==> src/rtl/systolic_pkg.sv <==
// Shared definitions for the systolic array sequencer: FSM states, default
// geometry and the width helpers used to size counters and ports.
package systolic_pkg;

  typedef enum logic [2:0] {
    S_IDLE,
    S_CLEAR,
    S_FEED,
    S_FLUSH,
    S_DRAIN,
    S_DONE
  } state_t;

  localparam int DEF_ROWS    = 4;
  localparam int DEF_COLS    = 4;
  localparam int DEF_K_DEPTH = 16;
  localparam int DEF_ACC_W   = 24;

  // Index width that never collapses to zero bits for a single-entry range.
  function automatic int width_of(input int n);
    return (n > 1) ? $clog2(n) : 1;
  endfunction

  localparam int DEF_ADDR_W = width_of(DEF_K_DEPTH);
  localparam int DEF_KLEN_W = $clog2(DEF_K_DEPTH) + 1;
  localparam int DEF_IDX_W  = width_of(DEF_ROWS * DEF_COLS);

endpackage

==> src/rtl/systolic_drain.sv <==
// Result drain: snapshots the PE accumulators once per job and streams them
// out row-major over a valid/ready handshake.
module systolic_drain
  import systolic_pkg::*;
#(
  parameter int ROWS  = DEF_ROWS,
  parameter int COLS  = DEF_COLS,
  parameter int ACC_W = DEF_ACC_W
) (
  input  logic                              clk,
  input  logic                              reset_n,
  input  logic                              capture,
  input  logic                              active,
  input  logic                              clr,
  input  logic [ROWS*COLS*ACC_W-1:0]        pe_vals,
  input  logic                              res_ready,
  output logic [ACC_W-1:0]                  res_data,
  output logic [width_of(ROWS*COLS)-1:0]    res_idx,
  output logic                              res_valid,
  output logic                              last_xfer
);

  localparam int NUM_PE = ROWS * COLS;
  localparam int IDX_W  = width_of(NUM_PE);

  logic [ACC_W-1:0] snap [NUM_PE];
  logic [IDX_W-1:0] idx;
  logic             xfer;
  logic             at_last;

  always_ff @(posedge clk or negedge reset_n) begin
    if (!reset_n) begin
      for (int i = 0; i < NUM_PE; i++) snap[i] <= '0;
    end else if (capture) begin
      for (int i = 0; i < NUM_PE; i++) snap[i] <= pe_vals[i*ACC_W +: ACC_W];
    end
  end

  assign xfer      = active && res_ready;
  assign at_last   = (idx == IDX_W'(NUM_PE - 1));
  assign last_xfer = xfer && at_last;

  // The index holds while stalled and parks at zero whenever not draining.
  always_ff @(posedge clk or negedge reset_n) begin
    if (!reset_n) begin
      idx <= '0;
    end else if (clr || !active) begin
      idx <= '0;
    end else if (xfer) begin
      idx <= at_last ? '0 : idx + IDX_W'(1);
    end
  end

  assign res_valid = active;
  assign res_idx   = idx;
  assign res_data  = active ? snap[idx] : '0;

endmodule

==> src/rtl/systolic_sequencer.sv <==
// Job sequencer for a ROWS x COLS systolic array: clears the PEs, streams
// k_len SRAM words, waits out the skew, then drains the results.
module systolic_sequencer
  import systolic_pkg::*;
#(
  parameter int ROWS    = DEF_ROWS,
  parameter int COLS    = DEF_COLS,
  parameter int K_DEPTH = DEF_K_DEPTH,
  parameter int ACC_W   = DEF_ACC_W
) (
  input  logic                              clk,
  input  logic                              reset_n,
  input  logic                              start,
  input  logic                              abort,
  input  logic [$clog2(K_DEPTH):0]          k_len,
  output logic                              sram_rd_en,
  output logic [$clog2(K_DEPTH)-1:0]        sram_addr,
  output logic                              array_clr,
  output logic                              array_en,
  input  logic [ROWS*COLS*ACC_W-1:0]        pe_vals,
  output logic [ACC_W-1:0]                  res_data,
  output logic [width_of(ROWS*COLS)-1:0]    res_idx,
  output logic                              res_valid,
  input  logic                              res_ready,
  output logic                              busy,
  output logic                              compute_done,
  output logic                              err
);

  localparam int KLEN_W  = $clog2(K_DEPTH) + 1;
  localparam int ADDR_W  = $clog2(K_DEPTH);
  localparam int FLUSH_N = ROWS + COLS;
  localparam int CNT_W   = $clog2((K_DEPTH > FLUSH_N) ? K_DEPTH : FLUSH_N) + 1;

  state_t            state;
  state_t            next_state;
  logic [KLEN_W-1:0] k_reg;
  logic [CNT_W-1:0]  cnt;
  logic              k_ok;
  logic              accept;
  logic              feed_last;
  logic              flush_last;
  logic              capture;
  logic              last_xfer;

  assign k_ok       = (k_len != '0) && (k_len <= KLEN_W'(K_DEPTH));
  assign accept     = (state == S_IDLE) && start && !abort && k_ok;
  assign feed_last  = (state == S_FEED) && (cnt == CNT_W'(k_reg - KLEN_W'(1)));
  assign flush_last = (state == S_FLUSH) && (cnt == CNT_W'(FLUSH_N - 1));
  assign capture    = flush_last && !abort;

  always_ff @(posedge clk or negedge reset_n) begin
    if (!reset_n) state <= S_IDLE;
    else          state <= next_state;
  end

  // Abort overrides every transition, including the hop out of DONE.
  always_comb begin
    next_state   = state;
    busy         = (state != S_IDLE);
    array_clr    = 1'b0;
    sram_rd_en   = 1'b0;
    array_en     = 1'b0;
    compute_done = 1'b0;
    case (state)
      S_IDLE:  if (accept) next_state = S_CLEAR;
      S_CLEAR: begin
        array_clr  = 1'b1;
        next_state = S_FEED;
      end
      S_FEED: begin
        sram_rd_en = 1'b1;
        array_en   = 1'b1;
        if (feed_last) next_state = S_FLUSH;
      end
      S_FLUSH: begin
        array_en = 1'b1;
        if (flush_last) next_state = S_DRAIN;
      end
      S_DRAIN: if (last_xfer) next_state = S_DONE;
      S_DONE: begin
        compute_done = !abort;
        next_state   = S_IDLE;
      end
      default: next_state = S_IDLE;
    endcase
    if (abort) next_state = S_IDLE;
  end

  assign sram_addr = sram_rd_en ? cnt[ADDR_W-1:0] : '0;

  // One counter serves both the FEED address and the FLUSH skew wait.
  always_ff @(posedge clk or negedge reset_n) begin
    if (!reset_n) begin
      cnt <= '0;
    end else if ((state == S_FEED || state == S_FLUSH) && !abort && !feed_last && !flush_last) begin
      cnt <= cnt + CNT_W'(1);
    end else begin
      cnt <= '0;
    end
  end

  always_ff @(posedge clk or negedge reset_n) begin
    if (!reset_n) begin
      k_reg <= '0;
      err   <= 1'b0;
    end else begin
      err <= (state == S_IDLE) && start && !abort && !k_ok;
      if (accept) k_reg <= k_len;
    end
  end

  systolic_drain #(
    .ROWS  (ROWS),
    .COLS  (COLS),
    .ACC_W (ACC_W)
  ) u_drain (
    .clk       (clk),
    .reset_n   (reset_n),
    .capture   (capture),
    .active    (state == S_DRAIN),
    .clr       (abort),
    .pe_vals   (pe_vals),
    .res_ready (res_ready),
    .res_data  (res_data),
    .res_idx   (res_idx),
    .res_valid (res_valid),
    .last_xfer (last_xfer)
  );

endmodule

==> config.mk <==
export PLATFORM = sky130hd
export DESIGN_NAME = systolic_sequencer
export DESIGN_NICKNAME = d
export VERILOG_FILES = /design/src/rtl/systolic_pkg.sv /design/src/rtl/systolic_drain.sv /design/src/rtl/systolic_sequencer.sv
export SDC_FILE = /design/constraint.sdc
export NUM_CORES = 1
export LEC_CHECK = 0
export CAP_MARGIN = 20
export CORE_MARGIN = 5
export CORE_UTILIZATION = 36
export CTS_CLUSTER_DIAMETER = 60
export DETAILED_ROUTE_END_ITERATION = 8
export GPL_ROUTABILITY_DRIVEN = 0
export HOLD_SLACK_MARGIN = 0.02
export PLACE_DENSITY = 0.57
export SYNTH_ARGS = -nofsm -noshare
export SYNTH_HDL_FRONTEND = slang
export SYNTH_SLANG_ARGS = --single-unit
export TNS_END_PERCENT = 1
==> constraint.sdc <==
create_clock -name clk -period 2.27 [get_ports clk]
set_input_delay 0.454 -clock clk [delete_from_list [all_inputs] [get_ports clk]]
set_output_delay 0.454 -clock clk [all_outputs]
set_load 0.05 [all_outputs]
# Word-level counts from Yosys, hierarchy flattened
# Index checks and enable logic that the tools add are counted.
# op_classes
n_addsub,3
magnitude_cmp,2
n_eq_ne,12
n_mux,19
n_bitwise,1
n_reduce_logical,26
# op_table
cell,count
$bmux 24 s4,1
$mux 24,3
$mux 4,4
$mux 3,5
$pmux 3 s5,1
$logic_and 1x1->1,13
$ne 3x3->1 const B,4
$eq 3x2->1 const B,2
$eq 3x3->1 const B,2
$add 5x1->5 const B,1
$eq 5x3->1 const B,1
$eq 5x5->1,1
$ge 5x5->1 const B,1
$le 5x5->1 const B,1
$logic_not 1->1,5
$mux 5,1
$not 4->5,1
$reduce_bool 5->1,1
$sub 5x1->5 const B,1
$add 4x1->4 const B,1
$eq 4x4->1 const B,1
$mux 1,4
$reduce_and 4->1,1
$eq 3x1->1 const B,1
5 further kinds,6
# totals
register_bits,402
inputBits,394
out_inout_bits,39
wordCells,84

# Logic depth before layout (Yosys ltp)
# Gate-level depths: netlist (run 1).
# logic_depth
word_depth,7
depth_mapped,7
depth_no_buf,7

# Modules after synthesis
# From an unflattened synthesis (run 1), not the netlist that was laid out.
# hier_totals
hier_cells,1179
area_unflattened_um2,18441.4
# by_module_without_submodules
module,instances,cells_each,area_each_um2,seq_area_each_um2
systolic_drain,1,1094,17526.8,9709.3
systolic_sequencer,1,85,914.6,350.3

# Worst setup path after synthesis (run 1)
# Ideal clock, no wire load.
# synth_path
path_kind,register -> output
startpoint,reg u_drain.idx[0] (netlist: u_drain.res_idx[0])
endpoint,out res_data[10]
arrival_ns,2.857
required_time_ns,1.816
setup_slack_ns,-1.041
path_stages_with_launch,7
path_buffers,3
cell_sequence,dfrtp_1 > buf_2 > buf_4 > buf_4 > mux4_2 > mux2i_1 > a211oi_1
# synth_between
elab_chain_cells,5
# synth_lines
element,line,source
from (decl),systolic_drain.sv:27,logic [IDX_W-1:0] idx;
from (signal assigned),systolic_drain.sv:50,idx <= at_last ? '0 : idx + IDX_W'(1);
$not 4->5 (not written as such),systolic_drain.sv:56,assign res_data = active ? snap[idx] : '0;
$bmux 24 s4,systolic_drain.sv:56,
$mux 24 (not written as such) (2 in series),systolic_drain.sv:56,
$mux 24,systolic_drain.sv:56,
to (decl),systolic_sequencer.sv:21,"output logic [ACC_W-1:0] res_data,"
# No other way between the ends. The select of a mux whose other input is x is not followed.

# Worst setup path after layout (run 1)
# layout_path
startpoint,reg u_drain.idx[0] (netlist: u_drain.res_idx[0])
endpoint,out res_data[9]
# The elaborated chain is that of the path after synthesis.

==> results.json, run 1 <==
{
  "drive_gt1_share_pct": 24.33,
  "place_area_sq_um": 24900,
  "cap_viol_max_count": 0,
  "leakagePower_nw": 12.65,
  "grt_util_all_layers_pct": 19.58,
  "vias": 11980,
  "largest_reg_flops": 384,
  "arrival_ns": 2.56,
  "rows": 83,
  "synth_cell_types": 43,
  "cp.required_ns": 1.82,
  "syn_area_sq_um": 18480,
  "dp_slack_ns": -0.2731,
  "clkPwrFrac_pct": 45.1,
  "reg2reg_depth": 7,
  "dp.cells": 2289,
  "port_buffers": 432,
  "fillCellCount": 4332,
  "fmax_mhz": 331.7,
  "cts.htree.levels": 2,
  "pwr_density_cell_nw_per_um2": 621.8,
  "critPathMaxFanout": 7,
  "slew_headroom_pct": 65.82,
  "final_cell_mix": "396 x dfrtp_1, 393 x clkdlybuf4s50_1, 384 x mux2_1",
  "clkTransAtPathRegs_ns": 0.06,
  "outcome": "complete, but fails checks",
  "finalInstanceArea_sq_um": 26950,
  "power_mw": 16.76,
  "syn_nets": 1540,
  "fin_ws_ns": -0.7450,
  "core_area_sq_um": 51090,
  "netSwitchingFraction_pct": 23.49,
  "ys_seq_area_share_pct": 54.43,
  "min_period_ns": 3.015,
  "synth_area_per_cell_sq_um": 16.17,
  "hold_violations": 0,
  "synth_ff_type": "dfrtp_1",
  "rsz0062_at_grt": "yes",
  "clkLatencyLatePin_ns": 0.58,
  "design.portCount": 433,
  "cts_buffers": 47,
  "die_x_microns": 236.6,
  "tns_ns": -16.56,
  "asyncSetResetFlopFracSynth_pct": 100.0,
  "endpoint_kind": "output pin",
  "switchingPower_mw": 3.937,
  "wl_mm": 55.25,
  "synth_cells": 1143,
  "vdd_drop_max_mv": 0.5888,
  "grt_max_degree": 88,
  "fin_hold_ws_ns": 0.3624,
  "violations": "negative setup slack",
  "grt-ovfl-total": 0,
  "tightest_slew_ns": 0.5127,
  "hpwlAfterDp_mm": 42.12,
  "start_kind": "flop",
  "syn_to_final_growth_pct": 45.81,
  "wire_per_inst_microns": 23.06,
  "design.final.nets": 2072,
  "yosys_warnings": 0,
  "finClkSkew_ns": 0.02052,
  "tritoncts": "yes",
  "synth-seq-cells": 402,
  "path_class": "reg -> out",
  "drt_iter0_markers": 500,
  "synth_enable_flop_cells": 0,
  "pwr-share-seq_pct": 43.8,
  "dieArea_sq_um": 55970,
  "cts_sinks": 402,
  "finalCritPeriodShare_pct": 132.8,
  "slew_viol_final": 0,
  "r2r_start": "u_drain.res_idx[1]$_DFFE_PN0P_",
  "routed_via_density": 4.999,
  "fp.dieH_microns": 236.6,
  "r2r_setup_slack_ns": 0.15,
  "initial_utilization_pct": 36.17,
  "drc": 0,
  "drt_first_pass_iters": 6,
  "grt_pass1_wl_mm": 84.14,
  "layout_commonest_cell": "dfrtp_1",
  "cts_buffer_depth": 3,
  "internal_power_mw": 12.82,
  "final_util_pct": 52.74,
  "instances_no_fill": 2396,
  "ctsRootBufferMaster": "clkbuf_16",
  "setup_viol": 25,
  "combPwrFrac_pct": 11.1,
  "hold_path.class": "in -> async",
  "grt_pass1_vias": 13450,
  "antenna_found_initial": 14,
  "ant_nets": 0,
  "r2r_end": "state[0]$_DFFE_PN0P_"
}
power groups by stage:
| stage | Clock, mW | Sequential (mW) | Combinational [mW] |
|---|---|---|---|
| floorplan | 0 | 7.44 | 0.586 |
| global placement | 0 | 7.45 | 1.82 |
| detailed placement | 0 | 7.45 | 1.82 |
| CTS | 7.81 | 7.33 | 1.88 |
| global route | 8.08 | 7.34 | 2.00 |
| finish | 7.56 | 7.33 | 1.86 |
layout make-up:
cell class	count	area (sq um)	share of cell area [%]
inverter	5	18.77	0.06964
clock buffer	67	1361	5.052
multi-input combinational	653	8308	30.83
tap	680	850.8	3.157
clock inverter	17	191.4	0.7104
antenna	6	15.01	0.05572
timing repair buffer	566	6126	22.73
sequential	402	10080	37.39
Yosys cell counts (all sizes together) (2+ instances only):
| master | count | area share, % |
|---|---|---|
| dfrtp | 402 | 54 |
| mux2 | 389 | 24 |
| mux4 | 96 | 12 |
| buf | 61 | 2.8 |
| a211oi | 48 | 1.9 |
| mux2i | 25 | 1.4 |
| nor2b | 25 | 0.85 |
| clkbuf | 22 | 0.45 |
| nor3 | 7 | 0.22 |
| xor2 | 7 | 0.33 |
| nor2 | 6 | 0.12 |
| and2 | 5 | 0.17 |
| inv | 5 | 0.10 |
| nand2 | 5 | 0.10 |
| xnor2 | 5 | 0.24 |
| o21ai | 4 | 0.11 |
| a21oi | 3 | 0.081 |
| ha | 3 | 0.20 |
| nand4 | 3 | 0.14 |
| nand3 | 2 | 0.054 |
| nor3b | 2 | 0.081 |
| nor4 | 2 | 0.068 |
| o21bai | 2 | 0.081 |
| or3 | 2 | 0.068 |
worst max path at each step:
stage	from	endpoint	cells past startpoint	slack (ns)
final	u_drain.res_idx[0]$_DFFE_PN0P_	res_data[9]	7	-0.75
after global routing	u_drain.res_idx[0]$_DFFE_PN0P_	res_data[11]	8	-0.85
after CTS	u_drain.res_idx[0]$_DFFE_PN0P_	res_data[4]	7	-0.83
after detailed placement	u_drain.res_idx[0]$_DFFE_PN0P_	res_data[5]	7	-0.27
after global placement	u_drain.res_idx[0]$_DFFE_PN0P_	res_data[22]	7	-0.28
after floorplan	state[0]$_DFFE_PN0P_	compute_done	2	-0.27
logic make-up after synthesis:
logic type | share of synthesized area [%]
muxes | 36.75
adders and majority gates | 0.2031
DFF | 54.43
buffers and inverters | 3.351
xor gates and xnor gates | 0.5687
and+or+nand+nor | 2.200
AOI/OAI and AO/OA | 2.491
worst max-delay path, cell delays in order, from the launching register on:
cell      delay (ns)
dfrtp_4         0.54
buf_6           0.14
buf_12          0.13
buf_12          0.14
mux4_2          0.50
a211oi_4        0.33
a211oi_4        0.05
buf_6           0.16
routing by layer:
| layer | wire [microns] | track usage [%] | vias up |
|---|---|---|---|
| li1 | - | - | 5349 |
| met1 | 25300 | 27.88 | 6188 |
| met2 | 25530 | 30.44 | 344 |
| met3 | 3295 | 4.729 | 81 |
| met4 | 1022 | 4.985 | 16 |
| met5 | 102 | 0 | - |
what timing repair did:
action                                  in CTS  in global routing
hold buffers                                 1                  0
buffers inserted                             7                  7
endpoints found under the setup margin      33                 31
gates resized for setup                     44                 20
hold endpoints to repair                    28                  0
pin swaps                                   20                 26
cloned                                       3                  1
Note: power is estimated with default switching activity, not from simulation.
==> run 2: changes to the inputs <==
- SLEW_MARGIN: default -> 10
==> results of run 2 <==
Final layout, timing and power as in run 1 (identical DEF).
==> run 3: changes to the inputs <==
- CTS_CLUSTER_SIZE: default -> 25
==> run 3 against run 2 <==
- the run still ends with negative setup slack left
- register-to-register slack worse by 0.05 ns
- die area stayed put
- hold slack better by 0.0030 ns
- wire length is 0.45% higher
- combinational power hardly changed
- sequential power hardly changed
- critical endpoint is now res_data[5]
==> results.json, run 3 (synthesis results as in run 1) <==
{
  "setup_viol": 25,
  "finalCritPeriodShare_pct": 131.5,
  "largest_reg_flops": 384,
  "antenna_found_initial": 12,
  "power_mw": 16.51,
  "start_kind": "flop",
  "outcome": "complete, but fails checks",
  "fp.dieH_microns": 236.6,
  "grt-ovfl-total": 0,
  "clkPwrFrac_pct": 44.4,
  "reg2reg_depth": 9,
  "fillCellCount": 4315,
  "syn_to_final_growth_pct": 45.38,
  "r2r_end": "state[0]$_DFFE_PN0P_",
  "dieArea_sq_um": 55970,
  "port_buffers": 432,
  "core_area_sq_um": 51090,
  "critPathLaunch": "u_drain.res_idx[0]$_DFFE_PN0P_",
  "wl_mm": 55.50,
  "cts.htree.levels": 2,
  "rows": 83,
  "dp.cells": 2289,
  "cts_buffers": 40,
  "hold_path.class": "in -> async",
  "design.portCount": 433,
  "fin_ws_ns": -0.7141,
  "dp_slack_ns": -0.2731,
  "cp.required_ns": 1.82,
  "pwr-share-seq_pct": 44.3,
  "internal_power_mw": 12.34,
  "switchingPower_mw": 4.177,
  "r2r_start": "u_drain.res_idx[0]$_DFFE_PN0P_",
  "drive_gt1_share_pct": 24.56,
  "min_period_ns": 2.984,
  "drt_first_pass_iters": 4,
  "ctsRootBufferMaster": "clkbuf_16",
  "final_util_pct": 52.59,
  "drc": 0,
  "instances_no_fill": 2380,
  "cap_viol_max_count": 0,
  "arrival_ns": 2.53,
  "initial_utilization_pct": 36.17,
  "grt_pass1_wl_mm": 84.13,
  "vdd_drop_max_mv": 0.4607,
  "design.final.nets": 2061,
  "pwr_density_cell_nw_per_um2": 614.6,
  "wire_per_inst_microns": 23.32,
  "die_x_microns": 236.6,
  "grt_max_degree": 88,
  "clkTransAtPathRegs_ns": 0.08,
  "place_area_sq_um": 24900,
  "final_cell_mix": "396 x dfrtp_1, 393 x clkdlybuf4s50_1, 384 x mux2_1",
  "critPathMaxFanout": 8,
  "hold_violations": 0,
  "fmax_mhz": 335.1,
  "layout_commonest_cell": "dfrtp_1",
  "finClkSkew_ns": 0.01842,
  "leakagePower_nw": 12.57,
  "slew_headroom_pct": 65.06,
  "rsz0062_at_grt": "yes",
  "finalInstanceArea_sq_um": 26870,
  "tightest_slew_ns": 0.5241,
  "slew_viol_final": 0,
  "routed_via_density": 5.048,
  "hpwlAfterDp_mm": 42.12,
  "r2r_setup_slack_ns": 0.10,
  "drt_iter0_markers": 455,
  "clkLatencyLatePin_ns": 0.56,
  "path_class": "reg -> out",
  "cts_sinks": 402,
  "endpoint_kind": "output pin",
  "grt_pass1_vias": 13370,
  "vias": 12020,
  "netSwitchingFraction_pct": 25.30,
  "ant_nets": 0,
  "grt_util_all_layers_pct": 19.63,
  "cts_buffer_depth": 3,
  "violations": "negative setup slack",
  "tritoncts": "yes",
  "combPwrFrac_pct": 11.3
}
==> run 3: cell count changes in the layout (fill, tap and decap cells not counted), sizes merged <==
| cell | before | now |
|---|---|---|
| bufbuf | 0 | 1 |
| clkinvlp | 1 | 5 |
| clkbuf | 68 | 43 |
| bufinv | 3 | 5 |
| clkinv | 8 | 7 |
| buf | 171 | 166 |
| inv | 10 | 18 |
==> run 3: layout make-up <==
cell class | instances | area [sq um] | area share (%)
diodes | 6 | 15.01 | 0.05588
clock buffers | 42 | 1028 | 3.828
clock inverters | 30 | 425.4 | 1.583
inverters | 5 | 18.77 | 0.06985
multi-input cells | 653 | 8349 | 31.07
flip-flops and latches | 402 | 10080 | 37.51
well taps | 680 | 850.8 | 3.167
repair buffers | 562 | 6103 | 22.72
==> run 3: what timing repair did <==
action	CTS	global route
setup buffers	10	1
hold buffers	1	0
gates resized for setup	58	16
pin swaps	38	17
gates cloned	5	1
endpoints found under the setup margin	33	30
hold endpoints to repair	28	0
==> run 3: power by group through the flow <==
| stage | clock (mW) | combinational, mW | sequential (mW) |
|---|---|---|---|
| 6_report | 7.32 | 1.87 | 7.32 |
| 5_1_grt | 7.77 | 2.00 | 7.33 |
| 4_1_cts | 7.54 | 1.90 | 7.32 |
| 3_5_place_dp | 0 | 1.82 | 7.45 |
| 3_3_place_gp | 0 | 1.82 | 7.45 |
| 2_1_floorplan | 0 | 0.586 | 7.44 |
==> run 3: stage by stage <==
stage / setup TNS, ns / hold slack [ns]
after floorplan: -6.688 / 0.1584
after global placement: -17.18 / 0.3620
after detailed placement: -26.22 / 0.3596
after CTS: -18.29 / 0.3460
after global routing: -18.69 / 0.3716
final: -16.22 / 0.3654
==> run 3: how the worst max path moves through the flow <==
stage | end | slack (ns) | cells past startpoint
floorplan | compute_done | -0.27 | 2
global placement | res_data[22] | -0.28 | 7
detailed placement | res_data[5] | -0.27 | 7
CTS | res_data[13] | -0.81 | 9
global route | res_data[3] | -0.80 | 8
finish | res_data[5] | -0.71 | 8
==> run 3: worst max-delay path: stages, from the launching register on <==
cell and delay (ns):
dfrtp_4 0.50, buf_6 0.14, buf_12 0.14, buf_16 0.15, mux4_2 0.43, mux2i_2 0.18, buf_4 0.19, a211oi_4 0.06
buf_6 0.17
==> run 3: routing by layer <==
| layer | GRT usage [%] | up-vias | routed length [microns] |
|---|---|---|---|
| met4 | 5.125 | 14 | 1140 |
| met3 | 4.414 | 79 | 3432 |
| met5 | 0 | - | 115 |
| met1 | 28.07 | 6236 | 25260 |
| li1 | - | 5329 | - |
| met2 | 30.57 | 357 | 25550 |
